--- src/rtl/ram_rr_arbiter.sv ---
`default_nettype none
// +--------------------------------------------------------------------------+
// | Module      : ram_rr_arbiter                                             |
// | Description : Round-robin arbiter sharing one single-port RAM between    |
// |               two REQ/ACK requesters (A and B). Every transaction is     |
// |               IDLE -> ISSUE -> READ -> RESP, and all outputs are          |
// |               registered.                                                |
// | Revision    : 1.0  initial release                                       |
// +--------------------------------------------------------------------------+
module ram_rr_arbiter #(
  parameter int ADDR_W = 1,
  parameter int DATA_W = 8
) (
  input  logic              CLK_,
  input  logic              RST_,
  input  logic              REQ_A,
  input  logic              WE_A,
  input  logic [ADDR_W-1:0] ADDR_A,
  input  logic [DATA_W-1:0] WDATA_A,
  output logic              GNT_A,
  output logic              ACK_A,
  output logic [DATA_W-1:0] RDATA_A,
  input  logic              REQ_B,
  input  logic              WE_B,
  input  logic [ADDR_W-1:0] ADDR_B,
  input  logic [DATA_W-1:0] WDATA_B,
  output logic              GNT_B,
  output logic              ACK_B,
  output logic [DATA_W-1:0] RDATA_B,
  output logic              RAM_RW_,
  output logic [ADDR_W-1:0] RAM_ADDR_,
  output logic [DATA_W-1:0] RAM_DATA_IN,
  input  logic [DATA_W-1:0] RAM_DATA_OUT,
  output logic              BUSY
);

  typedef enum logic [1:0] {
    S_IDLE  = 2'd0,
    S_ISSUE = 2'd1,
    S_READ  = 2'd2,
    S_RESP  = 2'd3
  } state_t;

  state_t              r_state,    w_state_nxt;
  logic                r_last_b,   w_last_b_nxt;   // 1: B was served last
  logic                r_sel_b,    w_sel_b_nxt;    // owner of the current transaction
  logic                r_we,       w_we_nxt;       // kept past ISSUE, when RAM_RW_ is already low
  logic                r_gnt_a,    w_gnt_a_nxt;
  logic                r_gnt_b,    w_gnt_b_nxt;
  logic                r_ack_a,    w_ack_a_nxt;
  logic                r_ack_b,    w_ack_b_nxt;
  logic [DATA_W-1:0]   r_rdata_a,  w_rdata_a_nxt;
  logic [DATA_W-1:0]   r_rdata_b,  w_rdata_b_nxt;
  logic                r_ram_rw,   w_ram_rw_nxt;
  logic [ADDR_W-1:0]   r_ram_addr, w_ram_addr_nxt;
  logic [DATA_W-1:0]   r_ram_din,  w_ram_din_nxt;
  logic                r_busy,     w_busy_nxt;

  logic                w_grant_a;
  logic                w_grant_b;

  // A wins when alone or when B was served last; otherwise B wins if it asks.
  assign w_grant_a = REQ_A && (!REQ_B || r_last_b);
  assign w_grant_b = REQ_B && !w_grant_a;

  // Next-state and next-output logic; every register holds unless a state changes it.
  always_comb begin
    w_state_nxt    = r_state;
    w_last_b_nxt   = r_last_b;
    w_sel_b_nxt    = r_sel_b;
    w_we_nxt       = r_we;
    w_gnt_a_nxt    = r_gnt_a;
    w_gnt_b_nxt    = r_gnt_b;
    w_ack_a_nxt    = r_ack_a;
    w_ack_b_nxt    = r_ack_b;
    w_rdata_a_nxt  = r_rdata_a;
    w_rdata_b_nxt  = r_rdata_b;
    w_ram_rw_nxt   = r_ram_rw;
    w_ram_addr_nxt = r_ram_addr;
    w_ram_din_nxt  = r_ram_din;

    case (r_state)
      S_IDLE: begin
        w_ram_rw_nxt = 1'b0;
        if (w_grant_a) begin
          w_sel_b_nxt    = 1'b0;
          w_we_nxt       = WE_A;
          w_ram_rw_nxt   = WE_A;
          w_ram_addr_nxt = ADDR_A;
          w_ram_din_nxt  = WDATA_A;
          w_gnt_a_nxt    = 1'b1;
          w_state_nxt    = S_ISSUE;
        end else if (w_grant_b) begin
          w_sel_b_nxt    = 1'b1;
          w_we_nxt       = WE_B;
          w_ram_rw_nxt   = WE_B;
          w_ram_addr_nxt = ADDR_B;
          w_ram_din_nxt  = WDATA_B;
          w_gnt_b_nxt    = 1'b1;
          w_state_nxt    = S_ISSUE;
        end
      end

      S_ISSUE: begin
        // The RAM commits the command on this edge; a write pulse lasts one cycle.
        w_ram_rw_nxt = 1'b0;
        w_state_nxt  = S_READ;
      end

      S_READ: begin
        if (!r_we) begin
          if (r_sel_b) w_rdata_b_nxt = RAM_DATA_OUT;
          else         w_rdata_a_nxt = RAM_DATA_OUT;
        end
        if (r_sel_b) w_ack_b_nxt = 1'b1;
        else         w_ack_a_nxt = 1'b1;
        w_state_nxt = S_RESP;
      end

      S_RESP: begin
        w_ack_a_nxt  = 1'b0;
        w_ack_b_nxt  = 1'b0;
        w_gnt_a_nxt  = 1'b0;
        w_gnt_b_nxt  = 1'b0;
        w_last_b_nxt = r_sel_b;
        w_state_nxt  = S_IDLE;
      end

      default: begin
        w_state_nxt = S_IDLE;
      end
    endcase

    w_busy_nxt = (w_state_nxt != S_IDLE);
  end

  // State and output registers with synchronous reset that drops any transaction.
  always_ff @(posedge CLK_) begin
    if (RST_) begin
      r_state    <= S_IDLE;
      r_last_b   <= 1'b1;
      r_sel_b    <= 1'b0;
      r_we       <= 1'b0;
      r_gnt_a    <= 1'b0;
      r_gnt_b    <= 1'b0;
      r_ack_a    <= 1'b0;
      r_ack_b    <= 1'b0;
      r_rdata_a  <= '0;
      r_rdata_b  <= '0;
      r_ram_rw   <= 1'b0;
      r_ram_addr <= '0;
      r_ram_din  <= '0;
      r_busy     <= 1'b0;
    end else begin
      r_state    <= w_state_nxt;
      r_last_b   <= w_last_b_nxt;
      r_sel_b    <= w_sel_b_nxt;
      r_we       <= w_we_nxt;
      r_gnt_a    <= w_gnt_a_nxt;
      r_gnt_b    <= w_gnt_b_nxt;
      r_ack_a    <= w_ack_a_nxt;
      r_ack_b    <= w_ack_b_nxt;
      r_rdata_a  <= w_rdata_a_nxt;
      r_rdata_b  <= w_rdata_b_nxt;
      r_ram_rw   <= w_ram_rw_nxt;
      r_ram_addr <= w_ram_addr_nxt;
      r_ram_din  <= w_ram_din_nxt;
      r_busy     <= w_busy_nxt;
    end
  end

  assign GNT_A       = r_gnt_a;
  assign GNT_B       = r_gnt_b;
  assign ACK_A       = r_ack_a;
  assign ACK_B       = r_ack_b;
  assign RDATA_A     = r_rdata_a;
  assign RDATA_B     = r_rdata_b;
  assign RAM_RW_     = r_ram_rw;
  assign RAM_ADDR_   = r_ram_addr;
  assign RAM_DATA_IN = r_ram_din;
  assign BUSY        = r_busy;

endmodule
`default_nettype wire

--- config.mk ---
export PLATFORM = sky130hd
export DESIGN_NAME = ram_rr_arbiter
export DESIGN_NICKNAME = d
export VERILOG_FILES = /design/src/rtl/ram_rr_arbiter.sv
export SDC_FILE = /design/constraint.sdc
export NUM_CORES = 1
export LEC_CHECK = 0
export ABC_AREA = 1
export ABC_CLOCK_PERIOD_IN_PS = 2000
export CORE_MARGIN = 5
export CORE_UTILIZATION = 46
export DETAILED_ROUTE_END_ITERATION = 10
export GPL_ROUTABILITY_DRIVEN = 0
export PLACE_DENSITY = 0.84
export SYNTH_ARGS = -nofsm -noshare
export SYNTH_HDL_FRONTEND = slang
export SYNTH_SLANG_ARGS = --single-unit
--- constraint.sdc ---
create_clock -name CLK_ -period 2 [get_ports CLK_]
set_clock_uncertainty 0.05 [all_clocks]
set_input_delay 0.4 -clock CLK_ [delete_from_list [all_inputs] [get_ports CLK_]]
set_output_delay 0.4 -clock CLK_ [all_outputs]
set_load 0.01 [all_outputs]
==> results.md <==
* Run status: completed
* Core box area at 0.00334 mm2
* Critical path's largest stage delay at 0.56 ns
* Reported leakage power at 1.02 nW
* Number of hold buffers added after cts at 0
* Post-cts gate resize count at 0
* Cell row count at 21
* Synth top area share at 0.456
* Antenna violations before repair at 0
* Unrepaired setup endpoints after global routing: no
* Clock tree from TritonCTS: done
* Wire length of the first global-routing pass at 6550 um
* Largest net degree at the start of global routing at 29
* PD cells at 1180 mW/mm2
* Number of enable-type register cells in the synthesized netlist at 0
* Category of the critical setup timing path: register to primary output
* Antenna viol nets, final at 0
* Dominant cell type by area after synthesis: dfxtp_1
* Net count, final at 314
* Share of post-route cells with drive strength above 1 at 0.0717
* Highest-delay cell along the critical path: clkdlybuf4s50_1
* Top post-synthesis cells by area: dfxtp_1 46%, nor2_1 13%, nand2_1 10%
* Number of inserted diodes at 0
* Setup total negative slack at 0 ns
* Post-synthesis sequential area ratio at 0.456
* Overall fraction of global-route tracks in use at 0.181
* H-Tree Depth at 2
* Dominant register cell in the synthesized netlist: dfxtp_1
* Placed wire-length estimate after detailed placement at 3030 um
* Dominant delay contributor by cell family on the critical path: buffers and inverters
* Worst-Margin Slew at 0.403 ns
* Mean Syn Cell Area at 7.39 um2
* Commonest cells post-synth: 54 x nor2_1, 42 x nand2_1, 36 x dfxtp_1, 18 x o21ai_0, 13 x nand3_1
* Drt wl/cell at 12.7 um
* Final Hold Fails at 0
* Nature of the critical path startpoint: register
* Post-Syn Nets at 250
* Number of slew-limit violations in the final report at 0
* WL final at 4140 um
* I/O pin count at 63
* Worst vdd ir at 0.583 mV
* Peak fanout along the critical path at 2
* Utilization after layout at 0.684
* Post-CTS setup-driven buffer insertion count at 0
* Type of the worst min-delay path: register to register
* Post-route clock period utilization at 0.862
* Worst Path Arrival at 1.27 ns
* Post-layout minimum cycle time at 1.72 ns
* Growth of design area from synthesis to finish at 44.4%
* Total die area at 0.00471 mm2
* Via count at 1588
* CP Capture Type: primary output
* FFs w/ async S/R, synth at 0
* CTS root buffer: clkbuf_4
* Number of synthesized register bits at 36
* Iter 0 DRT Violations at 86
* Warnings from Yosys at 0
* Buffer levels on the longest clock path at 2
* Library cell with the highest instance count after synthesis: nor2_1
* Combinational family with the most area after synthesis: simple AND/OR/NAND/NOR gates
* Share of cell area taken by muxes after synthesis at 0
* Vias in the first global route at 1524
* Mapped cell area at 0.00158 mm2
* Max-cap violations at 0
* Pre-antenna DRT Iters at 4
* Adder-cell share of the synthesized area at 0.0316
* Reg2reg path depth at 7
* Insertion delay of the later-clocked pin in the worst-skew pair at 0.34 ns
* Vias per Instance at 4.89
* Die width at 68.6 um
* Worst Path Buf+Inv at 1
* Crit path required time at 1.55 ns
* Worst path cell trace: clkdlybuf4s50_1
* FF-to-FF Start: r_state[0]
* Number of cells on the critical path at 1
* Starting density of the core at 0.474
* Maximum clock rate at 580 MHz
* DIE HEIGHT at 68.6 um
* Count of distinct cell types in the synthesized netlist at 20
* Worst Hold Launch: RAM_RW_
* CTS buffer count at 5
* Clock-pin transition on the worst setup and hold timing paths at 0.12 ns
* Hold Path Cell Cnt at 2
* Cell count after synthesis at 214
* Sinks on Clock Net at 36
* Slew headroom at 0.731
* Remaining global-route overflow at 0
* Compound-cell area share of the yosys netlist at 0.0973
* Final setup viols at 0
* Port Buffer Count at 62
* Area fraction in and, or, nand and nor cells after synthesis at 0.349
* Start point of the critical path: RDATA_A[2]
* DRC violation count after routing at 0
* Synth Area in XOR/XNOR at 0
cell families after synthesis:
group | Yosys count
simple gates | 124
flops | 36
compound gates | 29
buf+inv | 21
fa+ha+maj | 4
layout make-up:
cell class                 instances  area [um2]
fill                             299        1050
clock buffer                       6        41.3
timing repair buffer              65         643
tap                               46        57.6
sequential                        36         721
inverter                          13        48.8
multi-input combinational        157         756
clock inverter                     2        16.3
per-stage QoR:
| step | power, mW | instances | setup slack, ns | hold WS (ns) | instance area [um2] |
|---|---|---|---|---|---|
| after floorplan | 1.78 | 214 | 0.730 | 0.419 | 1580 |
| after global placement | 2.29 | 317 | 0.126 | 0.403 | 2230 |
| after detailed placement | 2.32 | 317 | 0.0600 | 0.414 | 2230 |
| after CTS | 2.72 | 325 | 0.252 | 0.430 | 2280 |
| after global routing | 2.92 | 325 | 0.201 | 0.453 | 2280 |
| final | 2.70 | 325 | 0.276 | 0.432 | 2280 |
registers in the layout, summed over array words and instances, names as in the netlist, 2 cells and up:
register     flops
RDATA_B          8
RDATA_A          8
RAM_DATA_IN      8
r_state          2
cells in the final DEF, fill, tap and decap left out:
cell type        synthesis  final
nand3_1                 13     13
a211oi_1                 2      2
dfxtp_1                 36     36
a21oi_2                  1      1
nor2_4                   2      2
nor2_1                  54     54
a21oi_1                  7      7
nand3_4                  1      1
o21ai_1                  1      1
clkinvlp_4               0      1
o21ai_0                 18     18
clkinv_4                 0      1
clkdlybuf4s50_1          0     62
inv_1                   10     10
nand2_2                  2      2
inv_2                    3      3
nand2_1                 42     42
buf_4                    4      3
or2_2                    1      1
clkbuf_4                 0      5
clkbuf_1                 0      1
nand3b_1                 9      9
ha_1                     4      4
worst reg2reg max path: stages (launching register included):
cell     delay (ns)
dfxtp_1        0.35
inv_1          0.11
ha_1           0.34
nand3_4        0.22
nand2_1        0.15
inv_2          0.09
nor2_1         0.11
nor2_1         0.05
per-layer routing:
layer	GRT usage	part of all wire	up-vias
li1	-	-	810
met1	0.224	0.46	705
met2	0.292	0.43	70
met3	0.0729	0.10	3
met4	0.0422	0.0073	0
met5	0	0	-
path summary, 6_finish.rpt:
path         slack [ns]        endpoint
min                0.43         RAM_RW_
max                0.28      RDATA_A[2]
max reg2reg        0.45  RAM_DATA_IN[4]
min reg2reg        0.43         RAM_RW_
report_power, final:
part	total (mW)	leakage [nW]	switching, mW	internal [mW]
logic	1.26	0.692	0.653	0.608
clock network	0.389	0.0284	0.250	0.140
registers	1.05	0.295	0.122	0.930
total	2.70	1.02	1.02	1.68
(Power assumes the default switching activity.)
